### config.mk
export PLATFORM = sky130hd
export DESIGN_NAME = tub_scan_driver
export DESIGN_NICKNAME = d
export VERILOG_FILES = /design/src/rtl/tub_pkg.sv /design/src/rtl/tub_scan_prescaler.sv /design/src/rtl/tub_scan_driver.sv
export SDC_FILE = /design/constraint.sdc
export NUM_CORES = 1
export LEC_CHECK = 0
export ABC_AREA = 0
export ABC_CLOCK_PERIOD_IN_PS = 2200
export BUFFER_PORTS_ARGS = -buffer_cell sky130_fd_sc_hd__buf_4
export CAP_MARGIN = 15
export CORE_MARGIN = 2
export CORE_UTILIZATION = 56
export CTS_CLUSTER_DIAMETER = 60
export DETAILED_ROUTE_END_ITERATION = 7
export PLACE_DENSITY = 0.8
export RECOVER_POWER = 25
export SYNTH_ARGS = -nofsm -noshare
export SYNTH_HDL_FRONTEND = slang
export SYNTH_SLANG_ARGS = --single-unit
### constraint.sdc
create_clock -name clk -period 2.2 [get_ports clk]
set_input_delay 0.44 -clock clk [delete_from_list [all_inputs] [get_ports clk]]
set_output_delay 0.44 -clock clk [all_outputs]
set_load 0.1 [all_outputs]
### src/rtl/tub_pkg.sv
// Shared constants and types for the tube display path.
// The upstream difference/abs-value stage uses the same segment codes.
package tub_pkg;

    localparam logic [7:0] SEG_BLANK      = 8'h00;
    localparam int         DEF_NUM_DIGITS = 8;

    typedef enum logic {
        PH_BLANK = 1'b0,
        PH_SHOW  = 1'b1
    } phase_e;

    // Segment byte layout: bit7..0 = a,b,c,d,e,f,g,dp, active-high.
    localparam logic [7:0] SEG_MINUS = 8'h02;
    localparam logic [7:0] SEG_DP    = 8'h01;

    function automatic logic [7:0] seg_digit(input logic [3:0] d);
        logic [7:0] s;
        case (d)
            4'd0:    s = 8'hFC;
            4'd1:    s = 8'h60;
            4'd2:    s = 8'hDA;
            4'd3:    s = 8'hF2;
            4'd4:    s = 8'h66;
            4'd5:    s = 8'hB6;
            4'd6:    s = 8'hBE;
            4'd7:    s = 8'hE0;
            4'd8:    s = 8'hFE;
            4'd9:    s = 8'hF6;
            default: s = SEG_BLANK;
        endcase
        return s;
    endfunction

    // A single-digit array still needs a one-bit index.
    function automatic int idx_width(input int n);
        return (n > 1) ? $clog2(n) : 1;
    endfunction

endpackage

### src/rtl/tub_scan_prescaler.sv
// Slot counter and digit index for the tube scan; both freeze while disabled.
// Exports the frame boundary strobes used for snapshot and frame_done.
module tub_scan_prescaler
    import tub_pkg::*;
#(
    parameter int NUM_DIGITS = DEF_NUM_DIGITS,
    parameter int DIV_CNT    = 100000,
    parameter int CNT_W      = $clog2(DIV_CNT),
    parameter int IDX_W      = idx_width(NUM_DIGITS)
) (
    input  logic             clk,
    input  logic             rst_n,
    input  logic             en_i,
    output logic [CNT_W-1:0] cnt_o,
    output logic [IDX_W-1:0] idx_o,
    output logic             frame_start_o,
    output logic             frame_end_o
);

    localparam logic [CNT_W-1:0] CNT_MAX = CNT_W'(DIV_CNT - 1);
    localparam logic [IDX_W-1:0] IDX_MAX = IDX_W'(NUM_DIGITS - 1);

    logic [CNT_W-1:0] cnt_q, cnt_d;
    logic [IDX_W-1:0] idx_q, idx_d;
    logic             cnt_wrap;
    logic             idx_wrap;

    assign cnt_wrap = (cnt_q == CNT_MAX);
    assign idx_wrap = (idx_q == IDX_MAX);

    always_comb begin
        cnt_d = cnt_q;
        idx_d = idx_q;
        if (en_i) begin
            if (cnt_wrap) begin
                cnt_d = '0;
                idx_d = idx_wrap ? '0 : idx_q + 1'b1;
            end else begin
                cnt_d = cnt_q + 1'b1;
            end
        end
    end

    always_ff @(posedge clk or negedge rst_n) begin
        if (!rst_n) begin
            cnt_q <= '0;
            idx_q <= '0;
        end else begin
            cnt_q <= cnt_d;
            idx_q <= idx_d;
        end
    end

    assign cnt_o         = cnt_q;
    assign idx_o         = idx_q;
    assign frame_start_o = (cnt_q == '0) && (idx_q == '0);
    assign frame_end_o   = cnt_wrap && idx_wrap;

endmodule

### src/rtl/tub_scan_driver.sv
// Multiplexes per-digit segment bytes onto a shared bus with one-hot selects.
// Inputs are snapshotted once per frame; each slot opens with a blanking gap.
module tub_scan_driver
    import tub_pkg::*;
#(
    parameter int NUM_DIGITS = DEF_NUM_DIGITS,
    parameter int DIV_CNT    = 100000,
    parameter int BLANK_CYC  = 2000
) (
    input  logic                    clk,
    input  logic                    rst_n,
    input  logic                    scan_en,
    input  logic [8*NUM_DIGITS-1:0] seg_in,
    input  logic [NUM_DIGITS-1:0]   digit_en,
    output logic [NUM_DIGITS-1:0]   tub_sel,
    output logic [7:0]              tub_control,
    output logic                    frame_done
);

    localparam int CNT_W = $clog2(DIV_CNT);
    localparam int IDX_W = idx_width(NUM_DIGITS);

    logic [CNT_W-1:0] cnt;
    logic [IDX_W-1:0] idx;
    logic             frame_start;
    logic             frame_end;

    tub_scan_prescaler #(
        .NUM_DIGITS (NUM_DIGITS),
        .DIV_CNT    (DIV_CNT),
        .CNT_W      (CNT_W),
        .IDX_W      (IDX_W)
    ) u_prescaler (
        .clk           (clk),
        .rst_n         (rst_n),
        .en_i          (scan_en),
        .cnt_o         (cnt),
        .idx_o         (idx),
        .frame_start_o (frame_start),
        .frame_end_o   (frame_end)
    );

    logic [NUM_DIGITS-1:0][7:0] seg_q, seg_d;
    logic [NUM_DIGITS-1:0]      en_q, en_d;
    logic                       snap;

    assign snap = scan_en && frame_start;
    assign seg_d = snap ? seg_in : seg_q;
    assign en_d  = snap ? digit_en : en_q;

    always_ff @(posedge clk or negedge rst_n) begin
        if (!rst_n) begin
            seg_q <= '0;
            en_q  <= '0;
        end else begin
            seg_q <= seg_d;
            en_q  <= en_d;
        end
    end

    phase_e phase;

    generate
        if (BLANK_CYC == 0) begin : g_no_blank
            assign phase = PH_SHOW;
        end else begin : g_blank
            localparam logic [CNT_W-1:0] BLANK_END = CNT_W'(BLANK_CYC);
            assign phase = (cnt < BLANK_END) ? PH_BLANK : PH_SHOW;
        end
    endgenerate

    // Decode against the shadow next-state so a capture and the first shown
    // cycle can coincide when there is no blanking gap.
    logic [NUM_DIGITS-1:0] hit;

    generate
        for (genvar gi = 0; gi < NUM_DIGITS; gi++) begin : g_hit
            assign hit[gi] = (phase == PH_SHOW) && en_d[gi] && (idx == IDX_W'(gi));
        end
    endgenerate

    logic [NUM_DIGITS-1:0] sel_q, sel_d;
    logic [7:0]            ctrl_q, ctrl_d;
    logic                  done_q, done_d;

    always_comb begin
        sel_d  = '0;
        ctrl_d = SEG_BLANK;
        done_d = 1'b0;
        if (scan_en) begin
            sel_d  = hit;
            done_d = frame_end;
            for (int i = 0; i < NUM_DIGITS; i++) begin
                if (hit[i]) begin
                    ctrl_d = ctrl_d | seg_d[i];
                end
            end
        end
    end

    always_ff @(posedge clk or negedge rst_n) begin
        if (!rst_n) begin
            sel_q  <= '0;
            ctrl_q <= SEG_BLANK;
            done_q <= 1'b0;
        end else begin
            sel_q  <= sel_d;
            ctrl_q <= ctrl_d;
            done_q <= done_d;
        end
    end

    assign tub_sel     = sel_q;
    assign tub_control = ctrl_q;
    assign frame_done  = done_q;

endmodule

* After elaboration in Yosys (flattened, before gate mapping)
Cells that the tools add are included.
** Word-level totals
- Register bits after elaboration :: 109
- Bits in latches :: 0
- Memory bits (writable) :: 0
- Memory bits (read-only) :: 0
- Bits of input ports :: 75
- Output and inout port bits :: 17
- Word-level logic and storage cells :: 77
- Memories kept :: 0
** Operators by class
- $add $sub $neg :: 2
- Multiply operators :: 0
- Divide/modulo/power cells :: 0
- Magnitude comparators :: 1
- Eq/ne operators :: 8
- Shift operators :: 0
- Multiplexer cells :: 23
- Bitwise logic cells :: 7
- Reductions and logical operators :: 22
** Operator list (number)
- $mux W8 :: 18
- $mux W64 :: 1
- $or A8 B8 Y8 :: 7
- $logic_and A1 B1 Y1 :: 19
- $add A17 B1 Y17 const B :: 1
- $eq A17 B17 Y1 const B :: 1
- $logic_not A17 Y1 :: 1
- $lt A17 B11 Y1 const B :: 1
- $mux W17 :: 1
- $eq A3 B3 Y1 const B :: 4
- $eq A3 B2 Y1 const B :: 2
- $add A3 B1 Y3 const B :: 1
- $eq A3 B1 Y1 const B :: 1
- $logic_not A3 Y1 :: 1
- $mux W3 :: 1
- $mux W1 :: 2
- $reduce_and A2 Y1 :: 1

* Logic depth before layout (Yosys ltp)
- Word-level depth :: 29
- Gate-level depth with buffers :: 7
- Gate-level depth less buffers :: 6

* Cells and area by module
Synthesis repeated with hierarchy kept, for this count alone.
** Unflattened totals
- Cell total of the unflattened synthesis :: 554
- Area total of the unflattened synthesis :: 5475.3 µm²
** Modules (own cells, without submodules)
- tub_scan_driver :: instances 1, cells an instance 448, area each 4351.7 µm²
- tub_scan_prescaler :: instances 1, cells an instance 106, area each 1123.6 µm²

* Worst setup path after synthesis
OpenSTA, ideal clock, no wires.
- Path kind :: register to register
- From :: register u_prescaler.cnt_q[0] (netlist: u_prescaler.cnt_o[0])
- To :: register seg_q[0] in the netlist's numbering
- Data arrival time :: 1.798 ns
- Data required time :: 2.075 ns
- Path slack :: 0.277 ns
- Stages on the path, launching flop included :: 8
- Clock period less this slack :: 1.923 ns
- Path through :: dfrtp_1 > inv_1 > ha_1 > nor4b_4 > nand4_4 > nor2_8 > buf_12 > mux2_4
** RTL lines
- start, declared :: line tub_scan_prescaler.sv:23 : logic [CNT_W-1:0] cnt_q, cnt_d;
- start signal, assigned :: line tub_scan_prescaler.sv:49 : cnt_q <= cnt_d;
- end signal, assigned :: line tub_scan_driver.sv:56 : seg_q <= seg_d;
- end, declared :: line tub_scan_driver.sv:43 : logic [NUM_DIGITS-1:0][7:0] seg_q, seg_d;

==> flow_summary.yaml <==
synth:
  netlist-cell-type-count: 47
  ys_ff_latch: 109
  yosysWarnings: 0
  ys_seq_area_frac: 0.5199
  syn-num-nets: 478
  synthCells: 395
  syn-cell-area_um2: 5246
  synth.avg_cell_area_um2: 13.28
die:
  core.rowCount: 35
  fp.dieH_um: 100.8
  die_area_um2: 10160
  initial_core_util: 0.5732
  core_um2: 9153
  io_pins: 92
  fp.dieW_um: 100.8
setup_path:
  cp.required_ns: 2.46
  crit_arrival_ns: 2.38
  cp_top_family: "simple AND/OR/NAND/NOR gates"
  path_cells: "inv_1 -> ha_1 -> nor4b_4 -> nand4_4 -> nor2_8 -> buf_12 -> mux2_2"
  cp_max_fo: 34
  worst_path_largest_cell_delay_ns: 0.43
  start_kind: "flip-flop"
  path_class: "reg2reg"
  critPathSlowestCell: "dfrtp_1"
  endpoint_kind: "flip-flop"
  critPathBufInv: 2
clocking:
  post-cts-setup-buffers: 0
  clockBufferDepth: 2
  clock_latency_ns: 0.37
  cts_made_buffers: 9
  holdBufCountCts: 0
  clock_sinks: 109
  ctsHtreeMaxLevel: 3
  cts_tree: "built"
  clk_pin_slew_ns: 0.10
  cts_root_buffer: "clkbuf_8"
layout:
  final_cells: 600
  nets: 567
  mostFrequentLayoutCell: "dfrtp_1"
  area_growth_pct: 17.65
  fill_cells: 660
  drive_above_1_share: 0.4192
  layout_common_cells: "dfrtp_1, buf_4, mux2_4"
  finalInstanceArea_um2: 6172
  antenna_cells: 0
worst_hold_path:
  hold_path_class: "in2async"
sta:
  hold_violations: 0
  rsz0062_at_grt: "true"
  worst_pin_slew_ns: 0.9322
  slew_violations: 0
  period_needed_ns: 2.125
  slew_headroom: 0.3786
  finalClockSkew_ns: 0.01283
  max_freq_mhz: 470.5
  finalSetupViolations: 0
  period_share: 0.9660
detailed_routing:
  drc: 0
  via_per_inst: 5.953
  ant_nets: 0
  drt_first_pass_iters: 5
  drtIter0Drc: 252
  wl_um: 11400
  wire_per_inst_um: 19.00
  vias: 3572
power_and_ir_drop:
  p_total_w: 0.003743
  vdd_drop_max_v: 0.0003430
  p_per_area_nw_per_um2: 606.4
  leakage_nw: 2.936
run_status:
  status: "finished clean"
place:
  placed_area_um2: 5982
  io_buffers: 91
  post-dp-hpwl_um: 8221
  gp_congestion: 0.8520
  dp.cells: 584
global_route:
  grt_pass1_wl_um: 18510
  grt_use_total: 0.2365
  antenna_found_initial: 0
  grt_overflow_total: 0
  grt_pass1_vias: 3553
  grt_max_degree: 44
flow_run:
  drv_cap: 0
Yosys cell counts (all sizes together):
master / number / area share
xor2: 1 / 0.0017
inv: 8 / 0.0057
o211ai: 1 / 0.0024
o31ai: 1 / 0.0014
a222oi: 8 / 0.015
nor3: 3 / 0.0029
a21oi: 5 / 0.0048
nand4: 8 / 0.012
or4: 1 / 0.0014
and2: 5 / 0.0060
o21ai: 22 / 0.021
o21bai: 1 / 0.0014
ha: 8 / 0.019
nor2b: 1 / 0.0012
or3: 2 / 0.0024
o22ai: 1 / 0.0012
buf: 20 / 0.040
nor2: 8 / 0.0093
and3: 5 / 0.0060
a2111oi: 4 / 0.0076
xnor2: 10 / 0.017
dfrtp: 109 / 0.52
a41oi: 1 / 0.0017
mux2i: 3 / 0.0057
clkbuf: 5 / 0.0036
nor4b: 1 / 0.0045
nand3: 27 / 0.031
a31oi: 8 / 0.0095
and2b: 2 / 0.0029
nor4: 5 / 0.012
and4: 3 / 0.0055
nand2: 27 / 0.020
mux2: 65 / 0.18
a22oi: 16 / 0.023
worst paths after layout:
kind	start	endpoint	slack, ns	depth (start not counted)
min in group clk	seg_in[9]	seg_q[9]	0.29	2
setup reg to reg	u_prescaler.cnt_o[0]	seg_q[7]	0.07	7
hold / removal	rst_n	u_prescaler.cnt_o[6]	0.20	1
max in group asynchronous	rst_n	seg_q[57]	0.69	2
hold reg to reg	seg_q[60]	seg_q[60]	0.52	1
setup / recovery	u_prescaler.cnt_o[0]	seg_q[7]	0.07	7
sequential cells by signal (all words and copies together) (netlist names):
name and count:
en_q 8, frame_done 1, seg_q 64, tub_control 8, tub_sel 8, u_prescaler.cnt_o 17, u_prescaler.idx_o 3
per-stage QoR:
step                hold WS (ns)  setup slack (ns)    util   TNS, ns
global placement          0.4329            0.1479  0.6536         0
floorplan                 0.1444            0.2766       -         0
detailed placement        0.4409           0.08824  0.6536         0
CTS                      0.03535           0.06179  0.6745         0
finish                    0.2023           0.07472  0.6744         0
global route              0.2591          -0.01258  0.6744  -0.01482
report_power, final:
part / leakage, nW / internal (W) / switching, W
combinational: 1.34 / 0.000191 / 0.000247
clock: 0.0954 / 0.000464 / 0.000706
sequential: 1.50 / 0.00205 / 0.0000846
total: 2.94 / 0.00270 / 0.00104
metal layers:
| layer | GRT usage | vias up | wire, µm |
|---|---|---|---|
| met1 | 0.3483 | 1788 | 5073 |
| met3 | 0.04924 | 8 | 746 |
| met5 | 0 | - | 0 |
| met4 | 0.05163 | 0 | 130 |
| met2 | 0.3646 | 156 | 5452 |
| li1 | - | 1620 | - |
final cells by class:
cell class	instances	area, µm²	area share
Clock inverter	6	53.80	0.008717
Multi-Input combinational cell	253	2278	0.3691
Inverter	8	30.03	0.004865
Tap cell	111	138.9	0.02250
Timing Repair Buffer	103	805.8	0.1305
Sequential cell	109	2728	0.4419
Clock buffer	10	137.6	0.02230
kinds of logic (layout without fill, tap and decap cells):
logic type | after synthesis | after routing | synth area share
buffers and inverters | 33 | 127 | 0.04889
adders and majority gates | 8 | 8 | 0.01908
xor gates and xnor gates | 11 | 11 | 0.01836
DFF | 109 | 109 | 0.5199
and+or+nand+nor | 98 | 98 | 0.1164
AOI/OAI and AO/OA | 68 | 68 | 0.08920
muxes | 68 | 68 | 0.1882
timing repair:
| action | 4_1_cts | 5_1_grt |
|---|---|---|
| endpoints found under the hold margin | 0 | 0 |
| resized for setup | 0 | 6 |
| endpoints found under the setup margin | 0 | 53 |
Note: power is estimated with default switching activity, not from simulation.
